File: src/rtl/vga_pixel_probe_if.sv
// vga_if: one VGA pixel-stream sample.
//   hcount/vcount : current pixel column/row (11 bit, unsigned)
//   hsync/vsync   : sync strobes
//   hblnk/vblnk   : blanking flags, high outside the visible area
//   rgb           : 4:4:4 pixel colour
// Modports:
//   in  : the consumer's view (all fields are inputs)
//   out : the producer's view (all fields are outputs)
interface vga_if;
   logic [10:0] hcount;
   logic [10:0] vcount;
   logic        hsync;
   logic        vsync;
   logic        hblnk;
   logic        vblnk;
   logic [11:0] rgb;

   modport in  (input  hcount, vcount, hsync, vsync, hblnk, vblnk, rgb);
   modport out (output hcount, vcount, hsync, vsync, hblnk, vblnk, rgb);
endinterface

File: src/rtl/vga_pixel_probe.sv
// vga_pixel_probe: read-back tap on the VGA pixel stream.
// Game logic asks for one (x, y) coordinate. The block waits for the next
// full frame, captures the colour of that pixel as it goes past, and reports
// whether the pixel is drawn in the wall colour. The stream is forwarded
// with one register of delay whatever the query state is.
//
// Ports:
//   clk, rst     pixel clock, synchronous active-high reset
//   vga_in       incoming pixel stream (vga_if.in)
//   vga_out      the same stream delayed by one clock (vga_if.out)
//   req_*        query channel: req_valid/req_ready, req_x, req_y
//   resp_*       result channel: resp_valid/resp_ready, resp_rgb,
//                resp_wall, resp_err
//   dbg_state    current FSM state (IDLE=0, WAIT_SOF=1, SEARCH=2, RESP=3)
//
// Handshakes: a transfer happens in a cycle where valid and ready are both
// high at the rising clock edge. The producer holds valid and its payload
// until that edge; ready carries no promise about later cycles.
module vga_pixel_probe #(
   parameter int unsigned HOR_PIXELS = 1024,
   parameter int unsigned VER_PIXELS = 768,
   parameter logic [11:0] WALL_RGB   = 12'h00F
) (
   input  logic        clk,
   input  logic        rst,
   vga_if.in           vga_in,
   vga_if.out          vga_out,
   input  logic        req_valid,
   input  logic [10:0] req_x,
   input  logic [10:0] req_y,
   output logic        req_ready,
   output logic        resp_valid,
   input  logic        resp_ready,
   output logic [11:0] resp_rgb,
   output logic        resp_wall,
   output logic        resp_err,
   output logic [1:0]  dbg_state
);

   localparam logic [10:0] HOR_LIM = HOR_PIXELS[10:0];
   localparam logic [10:0] VER_LIM = VER_PIXELS[10:0];

   typedef enum logic [1:0] {
      IDLE     = 2'd0,
      WAIT_SOF = 2'd1,
      SEARCH   = 2'd2,
      RESP     = 2'd3
   } state_t;

   state_t      state;
   logic [10:0] x_q;
   logic [10:0] y_q;
   logic        sof;
   logic        match;

   assign sof   = (vga_in.hcount == 11'd0) && (vga_in.vcount == 11'd0);
   assign match = (vga_in.hcount == x_q) && (vga_in.vcount == y_q) &&
                  !vga_in.hblnk && !vga_in.vblnk;

   assign dbg_state = state;

   always_ff @(posedge clk) begin
      if (rst) begin
         vga_out.hcount <= 11'd0;
         vga_out.vcount <= 11'd0;
         vga_out.hsync  <= 1'b0;
         vga_out.vsync  <= 1'b0;
         vga_out.hblnk  <= 1'b0;
         vga_out.vblnk  <= 1'b0;
         vga_out.rgb    <= 12'd0;
         state          <= IDLE;
         x_q            <= 11'd0;
         y_q            <= 11'd0;
         req_ready      <= 1'b0;
         resp_valid     <= 1'b0;
         resp_rgb       <= 12'd0;
         resp_wall      <= 1'b0;
         resp_err       <= 1'b0;
      end else begin
         vga_out.hcount <= vga_in.hcount;
         vga_out.vcount <= vga_in.vcount;
         vga_out.hsync  <= vga_in.hsync;
         vga_out.vsync  <= vga_in.vsync;
         vga_out.hblnk  <= vga_in.hblnk;
         vga_out.vblnk  <= vga_in.vblnk;
         vga_out.rgb    <= vga_in.rgb;

         case (state)
            IDLE: begin
               // req_ready rises one cycle after entering IDLE, so a query
               // is never accepted in the cycle the previous one retires.
               req_ready <= 1'b1;
               if (req_valid && req_ready) begin
                  req_ready <= 1'b0;
                  x_q       <= req_x;
                  y_q       <= req_y;
                  if ((req_x >= HOR_LIM) || (req_y >= VER_LIM)) begin
                     // Can never be drawn: answer at once, no frame wait.
                     resp_rgb   <= 12'd0;
                     resp_wall  <= 1'b0;
                     resp_err   <= 1'b1;
                     resp_valid <= 1'b1;
                     state      <= RESP;
                  end else begin
                     state <= WAIT_SOF;
                  end
               end
            end

            WAIT_SOF: begin
               if (sof) begin
                  // The SOF pixel is itself (0,0), so it can be the answer.
                  if (match) begin
                     resp_rgb   <= vga_in.rgb;
                     resp_wall  <= (vga_in.rgb == WALL_RGB);
                     resp_err   <= 1'b0;
                     resp_valid <= 1'b1;
                     state      <= RESP;
                  end else begin
                     state <= SEARCH;
                  end
               end
            end

            SEARCH: begin
               // A match wins over the SOF that would close the search.
               if (match) begin
                  resp_rgb   <= vga_in.rgb;
                  resp_wall  <= (vga_in.rgb == WALL_RGB);
                  resp_err   <= 1'b0;
                  resp_valid <= 1'b1;
                  state      <= RESP;
               end else if (sof) begin
                  // A whole frame went by without the pixel being visible.
                  resp_rgb   <= 12'd0;
                  resp_wall  <= 1'b0;
                  resp_err   <= 1'b1;
                  resp_valid <= 1'b1;
                  state      <= RESP;
               end
            end

            RESP: begin
               if (resp_ready) begin
                  resp_valid <= 1'b0;
                  state      <= IDLE;
               end
            end

            default: state <= IDLE;
         endcase
      end
   end

endmodule

File: src/flat_wrapper.sv
// flat-port wrapper written by rule: the top's interface ports become plain ports
module vga_pixel_probe_flat 
#(
   parameter int unsigned HOR_PIXELS = 1024,
   parameter int unsigned VER_PIXELS = 768,
   parameter logic [11:0] WALL_RGB   = 12'h00F
)
  (clk, rst, req_valid, req_x, req_y, req_ready, resp_valid, resp_ready, resp_rgb, resp_wall, resp_err, dbg_state, vga_in_hcount, vga_in_vcount, vga_in_hsync, vga_in_vsync, vga_in_hblnk, vga_in_vblnk, vga_in_rgb, vga_out_hcount, vga_out_vcount, vga_out_hsync, vga_out_vsync, vga_out_hblnk, vga_out_vblnk, vga_out_rgb);
  vga_if vga_in_i ();
  vga_if vga_out_i ();
  input  logic clk;
  input  logic rst;
  input  logic req_valid;
  input  logic [10:0] req_x;
  input  logic [10:0] req_y;
  output logic req_ready;
  output logic resp_valid;
  input  logic resp_ready;
  output logic [11:0] resp_rgb;
  output logic resp_wall;
  output logic resp_err;
  output logic [1:0] dbg_state;
  input wire logic [$bits(vga_in_i.hcount)-1:0] vga_in_hcount;
  input wire logic [$bits(vga_in_i.vcount)-1:0] vga_in_vcount;
  input wire logic [$bits(vga_in_i.hsync)-1:0] vga_in_hsync;
  input wire logic [$bits(vga_in_i.vsync)-1:0] vga_in_vsync;
  input wire logic [$bits(vga_in_i.hblnk)-1:0] vga_in_hblnk;
  input wire logic [$bits(vga_in_i.vblnk)-1:0] vga_in_vblnk;
  input wire logic [$bits(vga_in_i.rgb)-1:0] vga_in_rgb;
  output wire logic [$bits(vga_out_i.hcount)-1:0] vga_out_hcount;
  output wire logic [$bits(vga_out_i.vcount)-1:0] vga_out_vcount;
  output wire logic [$bits(vga_out_i.hsync)-1:0] vga_out_hsync;
  output wire logic [$bits(vga_out_i.vsync)-1:0] vga_out_vsync;
  output wire logic [$bits(vga_out_i.hblnk)-1:0] vga_out_hblnk;
  output wire logic [$bits(vga_out_i.vblnk)-1:0] vga_out_vblnk;
  output wire logic [$bits(vga_out_i.rgb)-1:0] vga_out_rgb;
  assign vga_in_i.hcount = vga_in_hcount;
  assign vga_in_i.vcount = vga_in_vcount;
  assign vga_in_i.hsync = vga_in_hsync;
  assign vga_in_i.vsync = vga_in_vsync;
  assign vga_in_i.hblnk = vga_in_hblnk;
  assign vga_in_i.vblnk = vga_in_vblnk;
  assign vga_in_i.rgb = vga_in_rgb;
  assign vga_out_hcount = vga_out_i.hcount;
  assign vga_out_vcount = vga_out_i.vcount;
  assign vga_out_hsync = vga_out_i.hsync;
  assign vga_out_vsync = vga_out_i.vsync;
  assign vga_out_hblnk = vga_out_i.hblnk;
  assign vga_out_vblnk = vga_out_i.vblnk;
  assign vga_out_rgb = vga_out_i.rgb;
  vga_pixel_probe #(.HOR_PIXELS(HOR_PIXELS), .VER_PIXELS(VER_PIXELS), .WALL_RGB(WALL_RGB)) u_core (.clk(clk), .rst(rst), .vga_in(vga_in_i), .vga_out(vga_out_i), .req_valid(req_valid), .req_x(req_x), .req_y(req_y), .req_ready(req_ready), .resp_valid(resp_valid), .resp_ready(resp_ready), .resp_rgb(resp_rgb), .resp_wall(resp_wall), .resp_err(resp_err), .dbg_state(dbg_state));
endmodule
File: config.mk
export PLATFORM = sky130hd
export DESIGN_NAME = vga_pixel_probe_flat
export DESIGN_NICKNAME = d
export VERILOG_FILES = /design/src/rtl/vga_pixel_probe_if.sv /design/src/rtl/vga_pixel_probe.sv /design/src/flat_wrapper.sv
export SDC_FILE = /design/constraint.sdc
export NUM_CORES = 1
export LEC_CHECK = 0
export ABC_CLOCK_PERIOD_IN_PS = 2500
export CORE_UTILIZATION = 39
export DETAILED_ROUTE_END_ITERATION = 16
export PLACE_DENSITY = 0.74
export SETUP_SLACK_MARGIN = 0.2
export SYNTH_ARGS = -nofsm -noshare
export SYNTH_HDL_FRONTEND = slang
export SYNTH_SLANG_ARGS = --single-unit
File: constraint.sdc
create_clock -name clk -period 2.5 [get_ports clk]
set_input_delay 0.75 -clock clk [delete_from_list [all_inputs] [get_ports clk]]
set_output_delay 0.75 -clock clk [all_outputs]
set_load 0.005 [all_outputs]
==> run metrics <==
Clock Path Buffers 2; largest net degree at the start of global routing 36; Layout Nets 554; Post-Synth XOR/XNOR Area 0.06235; CTS tree done; yosys warns 0; DP Worst Slack -0.5995 ns; Post-Syn Nets 399; Die Wd 91.02 um; via/cell ratio 4.773; CTS sink cnt 78; Ports 120; first-pass GRT wire length 13.81 mm; Power, Total 3.500 mW; Post-Synth Adder-Cell Area 0.02024; root buffer cell clkbuf_8; via count 2821; starting utilization of the core area 0.4020; Post-Synth Simple-Gate Area 0.2648; Global Route Usage Sum 0.2121; Synth Area in Compound Gates 0.07530; ant diodes 0; hold crit path type flip-flop to flip-flop; P_leak 1.998 nW; normalized max-slew margin 0.6612; wire per inst 14.14 um; Area Growth Syn to Fin 63.68%; worst skew pair latency 0.35 ns; top achievable clock speed 0.4262 GHz; Cell Rows 32; asr flop ratio synth 0; Overflow after GRT 0; Max Cap Viol 0; min Tclk post-route 2.346 ns; count of final hold-check violations 0; worst setup path start vga_in_hcount[6]; Post-synth EDFFs 0; final setup fails 0; mapped cell area 3090 um2; #FFs+latches synth 78; Peak VDD IR 385.9 uV; global route hottest layer met2; Tcrit/Tclk final 0.9385; Mean Syn Cell Area 9.365 um2; register clock-pin slew on the reported worst setup and hold paths 0.08 ns; GRT met1 Usage 0.2587; Remaining DRCs 0; Final Max Slew Viols 0; R2R Setup Slk 0.38 ns; Final WS setup 0.1538 ns; largest family of logic cells by synthesized area simple AND/OR/NAND/NOR gates; Mapped Cells 330; fraction of layout cells with a size suffix above 1 0.2249; Buffers on Ports 119; CTS buffer count 9; reg2reg start u_core.x_q[6]; RD Place Congestion 0.8453; vias in the first global route 2876; Worst EP required 2.78 ns; multiplexer area fraction after synthesis 0.04534; Worst Tran Pin Value 0.5082 ns; CP Class input port to flip-flop; RSZ-0062 raised after global routing yes; register area share after synthesis 0.5053; Die Ht 91.02 um; hold_sp u_core.x_q[7]; Top FF cell, synth dfxtp_1; post-route ant nets 0; Critical Path AT 2.62 ns; initial antenna violation count 0; startpoint types input port; library cells used by synthesis 36; initial drt markers 119; HPWL Detailed 6.096 mm; Fillers 627; met2 GRT Util 0.3636; H-tree depth 3; CP endpoint kind flip-flop; maximum fanout along the worst path 7; Core Footprint 7687 um2; die area 8285 um2; GR Util met3 0.06114; status complete, no violations; Max Clock Skew 0.008955 ns; pwr dens 691.8 nW/um2; Routed WL 8.355 mm; drt pass-1 iters 4
state kept, by name (all words and copies together) (netlist names):
| signal | flops |
|---|---|
| u_core.resp_rgb | 12 |
| u_core.vga_out.rgb | 12 |
| u_core.vga_out.hcount | 11 |
| u_core.vga_out.vcount | 11 |
| u_core.x_q | 11 |
| u_core.y_q | 11 |
| u_core.dbg_state | 2 |
| u_core.req_ready | 1 |
| u_core.resp_err | 1 |
| u_core.resp_valid | 1 |
| u_core.resp_wall | 1 |
| u_core.vga_out.hblnk | 1 |
| u_core.vga_out.hsync | 1 |
| u_core.vga_out.vblnk | 1 |
| u_core.vga_out.vsync | 1 |
cell type report:
type	count	area [um2]	area share
Clock buffer	11	151.4	0.02993
Clock inverter	4	55.05	0.01088
Inverter	4	15.01	0.002968
Multi-Input combinational cell	233	1630	0.3223
Sequential cell	78	1562	0.3087
Tap cell	102	127.6	0.02523
Timing Repair Buffer	159	1518	0.3000
cells by family (layout without fill, tap and decap cells):
group                      Yosys count  after routing
adders and majority gates            5              5
and+or+nand+nor                    155            155
muxes                               14             14
buffers and inverters               19            178
AOI/OAI and AO/OA                   37             37
xor gates and xnor gates            22             22
DFF                                 78             78
Yosys cell counts, types with 2 or more instances:
cell | number | area, um2
nor2_1 | 7 | 26.28
xor2_1 | 16 | 140.1
dfxtp_1 | 78 | 1562
clkbuf_1 | 13 | 48.80
nor4_1 | 10 | 62.56
nor2b_1 | 29 | 181.4
inv_1 | 4 | 15.01
and3_1 | 2 | 12.51
nor3_1 | 4 | 20.02
ha_1 | 5 | 62.56
mux2i_1 | 14 | 140.1
nand3_1 | 3 | 15.01
o21ai_0 | 3 | 15.01
and2b_2 | 10 | 87.58
nand2b_1 | 14 | 87.58
a21oi_1 | 25 | 125.1
nand2_1 | 66 | 247.7
xnor2_1 | 6 | 52.55
nand4_1 | 4 | 25.02
layout by cell type, fill, tap and decap left out, drive strengths merged, types with 10 or more instances in the layout:
master and instances:
nor2b 29, clkbuf 16, dlygate4sd2 10, dfxtp 78, clkdlybuf4s50 94, a21oi 25
mux2i 14, buf 43, nor4 10, nand2b 14, xor2 16, and2b 10
nand2 66
path summary, 6_finish.rpt:
kind / endpoint / cells after the start
setup / recovery: u_core.resp_rgb[3] / 10
hold / removal: u_core.x_q[7] / 2
setup reg to reg: u_core.resp_rgb[3] / 8
hold reg to reg: u_core.x_q[7] / 2
stage by stage:
step	instance area, um2	util	setup TNS [ns]	cells	hold slack (ns)
CTS	4969	0.6463	-0.01776	590	0.4702
finish	5059	0.6580	0	591	0.4700
global route	5059	0.6580	0	591	0.4870
detailed placement	4611	0.5998	-7.460	568	0.4590
global placement	4611	0.5998	-7.117	568	0.4542
floorplan	3099	-	0	330	0.4481
critical path, cell delays in order:
cell and delay (ns):
buf_6 0.09, buf_6 0.10, xor2_1 0.13, or3_4 0.37, or4_4 0.44, o32ai_4 0.26
buf_12 0.16, buf_12 0.12, nand2_4 0.04, mux2i_1 0.15
routing by layer:
layer / wire length (um) / part of all wire
met1: 3582 / 0.43
met2: 4105 / 0.49
met3: 512 / 0.061
met4: 155 / 0.019
met5: 0 / 0
repair_timing:
item                       CTS  global route
gates resized for setup     54            35
setup buffers                6             1
setup endpoints to repair   17            17
hold buffers                 0             0
cloned                       1             0
pin swaps                   20            14
power breakdown:
group	leakage, nW	switching, mW	internal, mW
registers	0.642	0.0731	1.36
logic	1.25	0.503	0.578
clock network	0.102	0.473	0.516
Power figures use the tool's default switching activity.
==> patch 1 (config.mk and constraints unchanged) <==
Register the output `resp_rgb` once more, cleared by the reset; this adds one clock of latency there. The other outputs are not delayed to match.
--- a/src/rtl/vga_pixel_probe.sv
+++ b/src/rtl/vga_pixel_probe.sv
@@ -47,6 +47,8 @@
       RESP     = 2'd3
    } state_t;
 
+   logic [11:0] resp_rgb_s0;
+
    state_t      state;
    logic [10:0] x_q;
    logic [10:0] y_q;
@@ -73,7 +75,7 @@
          y_q            <= 11'd0;
          req_ready      <= 1'b0;
          resp_valid     <= 1'b0;
-         resp_rgb       <= 12'd0;
+         resp_rgb_s0    <= 12'd0;
          resp_wall      <= 1'b0;
          resp_err       <= 1'b0;
       end else begin
@@ -96,7 +98,7 @@
                   y_q       <= req_y;
                   if ((req_x >= HOR_LIM) || (req_y >= VER_LIM)) begin
                      // Can never be drawn: answer at once, no frame wait.
-                     resp_rgb   <= 12'd0;
+                     resp_rgb_s0 <= 12'd0;
                      resp_wall  <= 1'b0;
                      resp_err   <= 1'b1;
                      resp_valid <= 1'b1;
@@ -111,7 +113,7 @@
                if (sof) begin
                   // The SOF pixel is itself (0,0), so it can be the answer.
                   if (match) begin
-                     resp_rgb   <= vga_in.rgb;
+                     resp_rgb_s0 <= vga_in.rgb;
                      resp_wall  <= (vga_in.rgb == WALL_RGB);
                      resp_err   <= 1'b0;
                      resp_valid <= 1'b1;
@@ -125,14 +127,14 @@
             SEARCH: begin
                // A match wins over the SOF that would close the search.
                if (match) begin
-                  resp_rgb   <= vga_in.rgb;
+                  resp_rgb_s0 <= vga_in.rgb;
                   resp_wall  <= (vga_in.rgb == WALL_RGB);
                   resp_err   <= 1'b0;
                   resp_valid <= 1'b1;
                   state      <= RESP;
                end else if (sof) begin
                   // A whole frame went by without the pixel being visible.
-                  resp_rgb   <= 12'd0;
+                  resp_rgb_s0 <= 12'd0;
                   resp_wall  <= 1'b0;
                   resp_err   <= 1'b1;
                   resp_valid <= 1'b1;
@@ -152,5 +154,13 @@
       end
    end
 
+   always_ff @(posedge clk) begin
+      if (rst) begin
+         resp_rgb <= '0;
+      end else begin
+         resp_rgb <= resp_rgb_s0;
+      end
+   end
+
 endmodule
 
Behaviour: not the same (a bounded check fails within 4 cycles, from zero or initial values and one cycle with rst high).
==> patch 1 against the original RTL <==
Synthesized area up 9.3%. Register-to-register slack better by 0.15 ns. Design area down 0.62%. Sequential cell count up 12. Critical endpoint is now u_core.dbg_state[0]$_SDFFE_PP0P_. Largest power group unchanged. Total power down 0.38%. Wire length about the same. Non-clock buffer count down 16. Worst setup slack better by 0.10 ns. Critical path depth down 3.
==> patch 1: results (changes against the original RTL) <==
cp_slowest_cell: "a2111oi_0"  # was or4_4
fin_skew_ns: 0.00976  # was 0.00895 ns
synth_common_cells: "dfxtp_1, nand2_1, nor2b_1"  # unchanged
avgSynthCellArea_um2: 9.54  # was 9.37 µm²
placed_area_um2: 4770  # was 4610 µm²
wl_met2_um: 3940  # was 4110 µm
leakage_nw: 2.04  # was 2.00 nW
endpoint: "u_core.dbg_state[0]$_SDFFE_PP0P_"  # was u_core.resp_rgb[3]$_SDFFE_PP0P_
wl_met1_um: 3850  # was 3580 µm
grt_pass1_wl_um: 13400  # was 13800 µm
cts_setup_buffers: 3  # was 6
avgRoutedWirePerCell_um: 13.9  # was 14.1 µm
seq-power_mw: 1.62  # was 1.43 mW
syn_nets: 423  # was 399
routabilityCongestion: 0.824  # was 0.845
fin_nets: 562  # was 554
cp_max_fo: 3  # was 7
synth_cell_types: 41  # was 36
r2r_start: "u_core.dbg_state[0]$_SDFFE_PP0P_"  # was u_core.x_q[6]$_SDFFE_PP0P_
holdPathEnd: "u_core.resp_rgb[8]$_SDFF_PP0_"  # was u_core.x_q[7]$_SDFFE_PP0P_
layout-drive-gt1-share_pct: 11.7  # was 22.5%
seqPwrFrac_pct: 46.5  # was 40.8%
track_usage_pct: 19.4  # was 21.2%
hold_slack_ns: 0.444  # was 0.470 ns
ir_drop_mv: 0.386  # about the same
cts-resized-gates: 28  # was 54
fmax_mhz: 446  # was 426 MHz
status: "complete, no violations"  # unchanged
relSlewSlack_pct: 62.5  # was 66.1%
wl_um: 8360  # about the same
ys_seq_area_share_pct: 53.3  # was 50.5%
==> patch 1: cell count changes in the layout (fill, tap and decap cells not counted), sizes merged, moves of 4 or more <==
cell	unedited run	this run
inv	5	17
nor2b	29	41
and2b	10	0
nand2	66	62
buf	43	25
xnor2	6	2
dfxtp	78	90
==> patch 1: kinds of logic (layout without fill, tap and decap cells) <==
kind of cell	Yosys count	count (layout)	share of synthesized area [%]
buf+inv	30	173	3.70
flops	90	90	53.3
fa+ha+maj	5	5	1.85
compound gates	42	42	7.78
mux	14	14	4.19
xor+xnor	21	21	5.44
simple gates	152	152	23.7
==> patch 1: final cells by class <==
cell class | instances | area (µm²)
Fill cell | 733 | 3270
Sequential cell | 90 | 1800
Multi-Input combinational cell | 234 | 1500
Timing Repair Buffer | 143 | 1340
Clock buffer | 10 | 138
Tap cell | 105 | 131
Clock inverter | 5 | 62.6
Inverter | 15 | 56.3
==> patch 2 (same settings) <==
Made on the original files. `VER_PIXELS` is set to 768 in 2 places; all go to 384.
--- a/src/rtl/vga_pixel_probe.sv
+++ b/src/rtl/vga_pixel_probe.sv
@@ -18,7 +18,7 @@
 // until that edge; ready carries no promise about later cycles.
 module vga_pixel_probe #(
    parameter int unsigned HOR_PIXELS = 1024,
-   parameter int unsigned VER_PIXELS = 768,
+   parameter int unsigned VER_PIXELS = 384,
    parameter logic [11:0] WALL_RGB   = 12'h00F
 ) (
    input  logic        clk,
--- a/src/flat_wrapper.sv
+++ b/src/flat_wrapper.sv
@@ -2,7 +2,7 @@
 module vga_pixel_probe_flat 
 #(
    parameter int unsigned HOR_PIXELS = 1024,
-   parameter int unsigned VER_PIXELS = 768,
+   parameter int unsigned VER_PIXELS = 384,
    parameter logic [11:0] WALL_RGB   = 12'h00F
 )
   (clk, rst, req_valid, req_x, req_y, req_ready, resp_valid, resp_ready, resp_rgb, resp_wall, resp_err, dbg_state, vga_in_hcount, vga_in_vcount, vga_in_hsync, vga_in_vsync, vga_in_hblnk, vga_in_vblnk, vga_in_rgb, vga_out_hcount, vga_out_vcount, vga_out_hsync, vga_out_vsync, vga_out_hblnk, vga_out_vblnk, vga_out_rgb);
Check against the original RTL: not equivalent (a bounded check fails within 4 cycles, from zero or initial values and one cycle with rst high).
==> patch 2 against the original RTL <==
Hold slack about the same. Clock power decreased by 18%. Total power decreased by 5.6%. Design area decreased by 4.0%. Count of clock-buffer cells in the layout unchanged. Highest routed layer unchanged. Sequential cell count unchanged. Synthesized area increased by 0.93%. Wire length decreased by 0.34%. Critical path type unchanged. Worst setup slack improved by 0.11 ns.
==> patch 2: results (changes against the original RTL) <==
status: "complete, no violations"  # unchanged
clock_area_share_pct: 3.45  # was 4.08%
fin_skew_ns: 0.0142  # was 0.00895 ns
hold_slack_ns: 0.470  # about the same
rrSetupSlack_ns: 0.41  # was 0.38 ns
seq_share_pct: 32.1  # was 30.9%
placed_area_um2: 4620  # was 4610 µm²
synth_xor_area_share_pct: 6.18  # was 6.23%
hpwlAfterDp_um: 6180  # was 6100 µm
track_usage_pct: 20.9  # was 21.2%
routabilityCongestion: 0.918  # was 0.845
n_fill_cell: 649  # was 627
wl_met1_um: 3540  # was 3580 µm
grt_max_degree: 82  # was 36
p_sw_share_pct: 29.7  # was 30.0%
synth.area.mux_share_pct: 4.53  # about the same
p_clk_uw: 813  # was 988 µW
grt.met1_usage_pct: 24.7  # was 25.9%
wl_um: 8330  # was 8360 µm
layout-drive-gt1-share_pct: 17.4  # was 22.5%
r2r_start: "u_core.dbg_state[0]$_SDFFE_PP0P_"  # was u_core.x_q[6]$_SDFFE_PP0P_
holdPathEnd: "u_core.x_q[0]$_SDFFE_PP0P_"  # was u_core.x_q[7]$_SDFFE_PP0P_
dp.cells: 563  # was 568
stdcell_area_um2: 4860  # was 5060 µm²
synth_common_cells: "dfxtp_1, nand2_1, nor2b_1"  # unchanged
grt_pass1_wl_um: 13500  # was 13800 µm
[patch 2: cell count changes after synthesis, moves of 2 or more]
cell,unedited run,this run
nor2b_1,29,41
and2b_2,10,0
xnor2_1,6,14
xor2_1,16,8
nand2_1,66,63
a21oi_1,25,23
nor3_1,4,2
[patch 2: how the worst max path moves through the flow]
stage / from / cells past startpoint / endpoint
final: vga_in_vblnk / 8 / u_core.resp_err$_SDFFE_PP0P_
after global routing: vga_in_hcount[0] / 9 / u_core.resp_rgb[0]$_SDFFE_PP0P_
after CTS: vga_in_hcount[2] / 8 / u_core.resp_err$_SDFFE_PP0P_
after detailed placement: vga_in_vcount[8] / 8 / u_core.resp_rgb[7]$_SDFFE_PP0P_
after global placement: vga_in_hcount[5] / 10 / u_core.resp_rgb[10]$_SDFFE_PP0P_
after floorplan: vga_in_hcount[9] / 7 / u_core.resp_err$_SDFFE_PP0P_
